===== config.mk =====
export PLATFORM = sky130hd
export DESIGN_NAME = dec_onehot_pipe
export DESIGN_NICKNAME = d
export VERILOG_FILES = /design/src/rtl/dec_onehot_pkg.sv /design/src/rtl/dec_onehot_fifo2.sv /design/src/rtl/dec_onehot_pipe.sv
export SDC_FILE = /design/constraint.sdc
export NUM_CORES = 1
export LEC_CHECK = 0
export ABC_AREA = 1
export CORE_AREA = 4 4 41 43
export DETAILED_ROUTE_END_ITERATION = 6
export DIE_AREA = 0 0 45 47
export DONT_BUFFER_PORTS = 1
export GPL_ROUTABILITY_DRIVEN = 0
export GPL_TIMING_DRIVEN = 0
export HOLD_SLACK_MARGIN = 0.15
export PLACE_DENSITY = 0.68
export SKIP_CTS_REPAIR_TIMING = 1
export SLEW_MARGIN = 20
export SYNTH_ARGS = -nofsm -noshare
export SYNTH_HDL_FRONTEND = slang
export SYNTH_SLANG_ARGS = --single-unit

===== constraint.sdc =====
create_clock -name clk -period 2.05 [get_ports clk]
set_input_delay 0.41 -clock clk [delete_from_list [all_inputs] [get_ports clk]]
set_output_delay 0.41 -clock clk [all_outputs]
set_load 0.05 [all_outputs]

===== src/rtl/dec_onehot_pkg.sv =====
// Shared types and decode helper for the one-hot decoder pipeline.
// Used by the RTL and by its testbench reference model.
package dec_onehot_pkg;

   localparam int CODE_W_DEF = 2;
   localparam int MAX_OUT_W  = 64;

   typedef enum logic {
      IDLE,
      SCAN
   } scan_state_e;

   function automatic logic [MAX_OUT_W-1:0] onehot_of(
      input logic [31:0] code,
      input logic        en
   );
      logic [MAX_OUT_W-1:0] w;
      w = en ? (64'd1 << code) : '0;
      return w;
   endfunction

endpackage


===== src/rtl/dec_onehot_fifo2.sv =====
// Two-entry output buffer; head entry always sits in mem0_q.
// Pushes at full and pops when empty are dropped.
module dec_onehot_fifo2 #(
   parameter int W = 4
) (
   input  logic         clk,
   input  logic         rst,
   input  logic         push,
   input  logic         pop,
   input  logic [W-1:0] din,
   output logic [W-1:0] head,
   output logic [1:0]   count
);

   logic [W-1:0] mem0_q;
   logic [W-1:0] mem1_q;
   logic [1:0]   cnt_q;
   logic         do_push;
   logic         do_pop;

   assign do_push = push && (cnt_q != 2'd2);
   assign do_pop  = pop && (cnt_q != 2'd0);

   always_ff @(posedge clk or posedge rst) begin
      if (rst) begin
         mem0_q <= '0;
         mem1_q <= '0;
         cnt_q  <= 2'd0;
      end else begin
         unique case ({do_push, do_pop})
            2'b10: begin
               if (cnt_q == 2'd0) mem0_q <= din;
               else               mem1_q <= din;
               cnt_q <= cnt_q + 2'd1;
            end
            2'b01: begin
               mem0_q <= mem1_q;
               mem1_q <= '0;
               cnt_q  <= cnt_q - 2'd1;
            end
            2'b11: begin
               // Count is unchanged; the new word lands behind the survivor.
               if (cnt_q == 2'd1) begin
                  mem0_q <= din;
               end else begin
                  mem0_q <= mem1_q;
                  mem1_q <= din;
               end
            end
            default: ;
         endcase
      end
   end

   assign head  = (cnt_q != 2'd0) ? mem0_q : '0;
   assign count = cnt_q;

endmodule


===== src/rtl/dec_onehot_pipe.sv =====
// Handshaked binary-to-one-hot decoder with a 2-entry output buffer.
// Define DEC_ONEHOT_SCAN_EN to build the walking-one scan generator.
module dec_onehot_pipe
   import dec_onehot_pkg::*;
#(
   parameter int CODE_W = CODE_W_DEF
) (
   input  logic                     clk,
   input  logic                     rst,
   input  logic                     in_valid,
   output logic                     in_ready,
   input  logic [CODE_W-1:0]        in_code,
   input  logic                     in_en,
   output logic                     out_valid,
   input  logic                     out_ready,
   output logic [(1<<CODE_W)-1:0]   out_y,
   input  logic                     scan_start,
   output logic                     scan_busy
);

   localparam int OUT_W = 1 << CODE_W;

   logic [1:0]           cnt;
   logic [OUT_W-1:0]     head;
   logic [OUT_W-1:0]     push_word;
   logic [MAX_OUT_W-1:0] wide;
   logic [31:0]          dec_code;
   logic                 dec_en;
   logic                 push;
   logic                 pop;
   logic                 scan_push;
   logic [CODE_W-1:0]    idx;
   logic                 unused_wide;

`ifdef DEC_ONEHOT_SCAN_EN
   scan_state_e       state_q;
   scan_state_e       state_d;
   logic [CODE_W-1:0] idx_q;
   logic [CODE_W-1:0] idx_d;

   always_ff @(posedge clk or posedge rst) begin
      if (rst) begin
         state_q <= IDLE;
         idx_q   <= '0;
      end else begin
         state_q <= state_d;
         idx_q   <= idx_d;
      end
   end

   always_comb begin
      state_d   = state_q;
      idx_d     = idx_q;
      scan_push = 1'b0;
      unique case (state_q)
         IDLE: begin
            if (scan_start && (cnt == 2'd0)) state_d = SCAN;
         end
         SCAN: begin
            if (cnt != 2'd2) begin
               scan_push = 1'b1;
               if (idx_q == CODE_W'(OUT_W - 1)) begin
                  state_d = IDLE;
                  idx_d   = '0;
               end else begin
                  idx_d = idx_q + 1'b1;
               end
            end
         end
         default: state_d = IDLE;
      endcase
   end

   assign scan_busy = (state_q == SCAN);
   assign idx       = idx_q;
`else
   logic unused_scan;

   assign unused_scan = scan_start;
   assign scan_push   = 1'b0;
   assign scan_busy   = 1'b0;
   assign idx         = '0;
`endif

   // rst gates in_ready directly so it reads 0 for the whole reset window.
   assign in_ready  = !rst && (cnt != 2'd2) && !scan_busy;
   assign out_valid = (cnt != 2'd0);
   assign out_y     = head;

   assign dec_code  = scan_push ? 32'(idx) : 32'(in_code);
   assign dec_en    = scan_push | in_en;
   assign wide      = onehot_of(dec_code, dec_en);
   assign push_word = wide[OUT_W-1:0];
   assign unused_wide = ^wide;

   assign push = scan_push | (in_valid & in_ready);
   assign pop  = out_valid & out_ready;

   dec_onehot_fifo2 #(
      .W(OUT_W)
   ) u_fifo (
      .clk  (clk),
      .rst  (rst),
      .push (push),
      .pop  (pop),
      .din  (push_word),
      .head (head),
      .count(cnt)
   );

endmodule

# After elaboration in Yosys (flattened, before gate mapping)
# Index checks and enable logic that the tools add are counted.
[word_totals]
reg_bits = 10
in_bits = 8
output_inout_bits = 7
wordCells = 35
[classes]
addsub = 2
eq_ne = 8
shifts = 1
n_mux = 9
bitwise = 2
reduce_logical = 10
[ops]
columns = ["op", "n"]
rows = [
  ["$mux W4", 6],
  ["$pmux W4 S3", 2],
  ["$ne A2 B2 Y1 const B", 3],
  ["$eq A2 B1 Y1 const B", 2],
  ["$eq A2 B2 Y1 const B", 2],
  ["$pmux W2 S2", 1],
  ["$reduce_bool A2 Y1", 2],
  ["$shl A1 B2 Y4 const A", 1],
  ["$logic_and A1 B1 Y1", 3],
  ["$reduce_and A3 Y1", 1],
  ["$reduce_bool A3 Y1", 1],
  ["$add A2 B1 Y2 const B", 1],
  ["$and A1 B1 Y1", 2],
  ["$logic_not A2 Y1", 1],
  ["$ne A2 B1 Y1 const B", 1],
  ["$reduce_and A2 Y1", 1],
  ["$sub A2 B1 Y2 const B", 1],
  ["$logic_not A1 Y1", 1],
]

# Longest topological paths before layout
[depth]
word_depth = 7
mapped_depth = 13

# Modules after synthesis
# A second synthesis with hierarchy kept.
[hier_totals]
cells_unflattened = 114
area_unflattened_um2 = 768.2
[modules_own_cells]
columns = ["module", "instances", "cells_per_inst", "area_each_um2"]
rows = [
  ["dec_onehot_fifo2", 1, 96, 680.7],
  ["dec_onehot_pipe", 1, 18, 87.6],
]

# Worst setup path after synthesis
# OpenSTA, ideal clock, no wires.
[synth_path]
path_kind = "register to register"
start = "reg u_fifo.cnt_q[0], in the netlist u_fifo.count[0]"
end = "reg u_fifo.mem0_q[2]"
arrival_ns = 2.193
required_time_ns = 1.931
slack_ns = -0.262
stages_incl_launch_ff = 12
path_buffers = 0
path_cell_list = "dfrtp_1 -> inv_1 -> ha_1 -> nor2_1 -> nand2_1 -> ha_1 -> inv_1 -> nand2_1 -> nand2_1 -> nand2_1 -> nand2_1 -> nand2_1"
[synth_between]
elab_chain_len = 7
[synth_rtl]
columns = ["element", "line", "text"]
rows = [
  ["start, declared", "dec_onehot_fifo2.sv:17", "logic [1:0] cnt_q;"],
  ["start signal, assigned", "dec_onehot_fifo2.sv:34", "cnt_q <= cnt_q + 2'd1;"],
  ["start signal, assigned", "dec_onehot_fifo2.sv:39", "cnt_q <= cnt_q - 2'd1;"],
  ["$ne A2 B2 Y1 *", "dec_onehot_pipe.sv:86", "assign in_ready = !rst && (cnt != 2'd2) && !scan_busy;"],
  ["$logic_and A1 B1 Y1 *", "dec_onehot_pipe.sv:86", ""],
  ["via in_ready", "dec_onehot_pipe.sv:11", "output logic in_ready,"],
  ["$and A1 B1 Y1 *", "dec_onehot_pipe.sv:96", "assign push = scan_push | (in_valid & in_ready);"],
  ["$logic_and A1 B1 Y1 *", "dec_onehot_fifo2.sv:21", "assign do_push = push && (cnt_q != 2'd2);"],
  ["$eq A2 B2 Y1 or $eq A2 B1 Y1 (tied branches)", "dec_onehot_fifo2.sv:30", "unique case ({do_push, do_pop})"],
  ["$ne A2 B1 Y1 (no source line) or $reduce_bool A3 Y1 (tied branches)", "--", ""],
  ["$reduce_and A2 Y1 (no source line)", "--", ""],
  ["end signal, assigned", "dec_onehot_fifo2.sv:32", "if (cnt_q == 2'd0) mem0_q <= din;"],
  ["end signal, assigned", "dec_onehot_fifo2.sv:37", "mem0_q <= mem1_q;"],
  ["end signal, assigned", "dec_onehot_fifo2.sv:44", "mem0_q <= din;"],
  ["end, declared", "dec_onehot_fifo2.sv:15", "logic [W-1:0] mem0_q;"],
]
# The timed path passes the listed nets; every way through them passes the cells marked *.
# A chain may end at the register's enable or synchronous reset.

# Worst setup path in the final report
[layout_path]
start = "reg u_fifo.cnt_q[0], in the netlist u_fifo.count[0]"
end = "out out_y[0]"
[layout_between]
elab_chain_len = 2
[layout_rtl]
columns = ["element", "line", "text"]
rows = [
  ["$reduce_bool A2 Y1", "dec_onehot_fifo2.sv:55", "assign head = (cnt_q != 2'd0) ? mem0_q : '0;"],
  ["$mux W4", "dec_onehot_fifo2.sv:55", ""],
  ["end, declared", "dec_onehot_pipe.sv:16", "output logic [(1<<CODE_W)-1:0] out_y,"],
]
# No other way between the ends.

==> flow_summary.ini <==
[drt]
wl_per_cell_um = 11.45
drt-pass1-iter-count = 4
ant_nets = 0
wirelength_um = 1420
drt_iter0_drc = 4
vias_per_cell = 4.895
vias = 607
drc_errors = 0

[setup_path]
slowest_delay_ns = 0.69
cp_data_required_time_ns = 1.64
arrival_ns = 1.62
critPathMaxFanout = 7
startpoint_type = flop
worstPathCellList = inv_1, ha_4, nor2_1
crit_path_top_delay_cell = nor2_1
end_kind = output port
path_class = reg -> out

[synthesis]
post_synth_and_or_nand_nor_area_fraction_pct = 32.26
ys_types = 15
synth_xor_area_share_pct = 2.496
synth_fa_ha_area_share_pct = 12.48
yosys_warnings = 0
synth_compound_area_share_pct = 4.278
synth_top_family_by_area = simple AND/OR/NAND/NOR gates
synth_fp_nets = 118
synth_area_per_cell_um2 = 6.815
syn_area_um2 = 701.9
muxShareOfSynthArea_pct = 0
ys_ff_latch = 10
synth_cells = 103
yosysSeqAreaShare_pct = 35.65

[layout]
diodes = 0
fillers = 126
fin_cells = 124
stdcell_area_um2 = 803.3
drive_gt1_share_pct = 16.51
area_delta_synth_final_pct = 14.44
post-route-util_pct = 61.73
nets = 126

[floorplanning]
start_util_pct = 53.94
io_pins = 15
die_h_um = 47
die_x_um = 45
core_area_um2 = 1301
die_area_um2 = 2115
rows = 13

[sta]
tightest_slew_ns = 0.8843
setup_violations = 0
tns_ns = 0
skew_ns = 0.009431
slew_violations = 0
finalCritPeriodShare_pct = 98.95
max_slew_margin_pct = 40.83
min_period_ns = 2.028
hold_violations = 0
max_clock_freq_mhz = 493.0
rsz0062_at_grt = yes

[clocking]
cts_tree = yes
cts_max_path_buffers = 2
cts-buffers-inserted = 3
cts_max_level = 1
clock_latency_ns = 0.27
cts-root-buf = clkbuf_4
cts_sinks = 10
clk_pin_slew_ns = 0.05

[grt]
grt_usage_pct = 14.98
grt_pass1_vias = 551
grt_pass1_wl_um = 2214
antenna_found_initial = 0
grt_max_degree = 12
grt-ovfl-total = 0

[pwr]
p_leak_nw = 0.4367
p_per_area_nw_per_um2 = 1205
peakVddDrop_v = 0.0005536

[place]
port-buffer-count = 0
place_area_um2 = 723.2
place_inst = 118
dpl.hpwl_um = 1023

[status]
status = completed

[flow_run]
cap_violations = 0

[worst_hold_path]
hp-class = in -> reg
metrics by stage:
stage / hold slack (ns) / power [W] / worst slack [ns]
floorplan: 0.2502 / 0.0006774 / 0.01854
global placement: 0.3020 / 0.0007349 / -0.2015
detailed placement: 0.3045 / 0.0007476 / -0.2312
CTS: 0.01857 / 0.0008817 / -0.2401
global route: 0.3403 / 0.001049 / -0.07505
finish: 0.3531 / 0.0009682 / 0.02157
Yosys cell counts, drive strengths merged:
master | count | share of area (%)
nand2 | 37 | 20
inv | 18 | 9.6
nor2 | 14 | 7.5
dfrtp | 10 | 36
ha | 7 | 12
nand3 | 6 | 4.3
o21ai | 4 | 2.9
a21oi | 2 | 1.4
buf | 2 | 2.7
conb | 1 | 0.53
xnor2 | 1 | 1.2
xor2 | 1 | 1.2
layer usage:
| metal | part of all wire [%] | up-vias | track usage (%) |
|---|---|---|---|
| met5 | 0 | - | 0 |
| met1 | 42 | 276 | 16.32 |
| met4 | 1.1 | 0 | 5.848 |
| met2 | 50 | 13 | 25.14 |
| li1 | - | 314 | - |
| met3 | 7.0 | 4 | 7.280 |
layout make-up:
type | instances | area (um2) | area share (%)
sequential | 10 | 250.2 | 31.15
timing repair buffer | 3 | 25.02 | 3.115
tap | 15 | 18.77 | 2.336
multi-input combinational | 73 | 397.9 | 49.53
clock buffer | 3 | 22.52 | 2.804
buffer | 2 | 18.77 | 2.336
inverter | 18 | 70.07 | 8.723
placed cells by master (no fill, tap or decap), drive strengths merged:
master / count
inv: 18
ha: 7
o21ai: 4
a21oi: 2
nor2: 14
xor2: 1
dfrtp: 10
nand3: 6
clkbuf: 3
nand2: 37
xnor2: 1
conb: 1
buf: 4
dlygate4sd3: 1
cell families (layout without fill, tap and decap cells):
kind of cell / after synthesis / in the layout
flip-flops: 10 / 10
AND/OR/NAND/NOR: 57 / 57
XOR/XNOR: 2 / 2
AO/OA/AOI/OAI: 6 / 6
adder cells (fa/ha/maj): 7 / 7
buffers and inverters: 20 / 26
other: 1 / 1
report_power, final:
part / switching [W] / internal [W]
Clock: 0.0000622 / 0.0000676
Sequential: 0.0000341 / 0.000249
Combinational: 0.000371 / 0.000184
Total: 0.000467 / 0.000501
flip-flops by register name, summed over array words and instances, names as in the netlist:
signal         flops
u_fifo.mem0_q      4
u_fifo.count       2
u_fifo.mem1_q      4
worst paths after layout:
| path | from | end | slack, ns | cells after the start |
|---|---|---|---|---|
| worst max-delay path | u_fifo.count[0]$_DFFE_PP0P_ | out_y[0] | 0.02 | 3 |
| worst min-delay path | in_code[1] | u_fifo.mem1_q[0]$_DFFE_PP0P_ | 0.35 | 3 |
| worst max register to register | u_fifo.count[0]$_DFFE_PP0P_ | u_fifo.mem1_q[0]$_DFFE_PP0P_ | 0.12 | 8 |
| worst min register to register | u_fifo.mem1_q[1]$_DFFE_PP0P_ | u_fifo.mem1_q[1]$_DFFE_PP0P_ | 0.49 | 2 |
| max in group asynchronous | rst | u_fifo.mem1_q[0]$_DFFE_PP0P_ | 1.19 | 2 |
| min in group asynchronous | rst | u_fifo.mem0_q[3]$_DFFE_PP0P_ | 0.57 | 2 |
worst max-delay path, delay by kind of cell, from the launching register on:
kind                     cells  cell delay [ns]
adder cells (fa/ha/maj)      1             0.20
buffers and inverters        1             0.10
AND/OR/NAND/NOR              1             0.69
flip-flops                   1             0.38
Power figures use the tool's default switching activity.
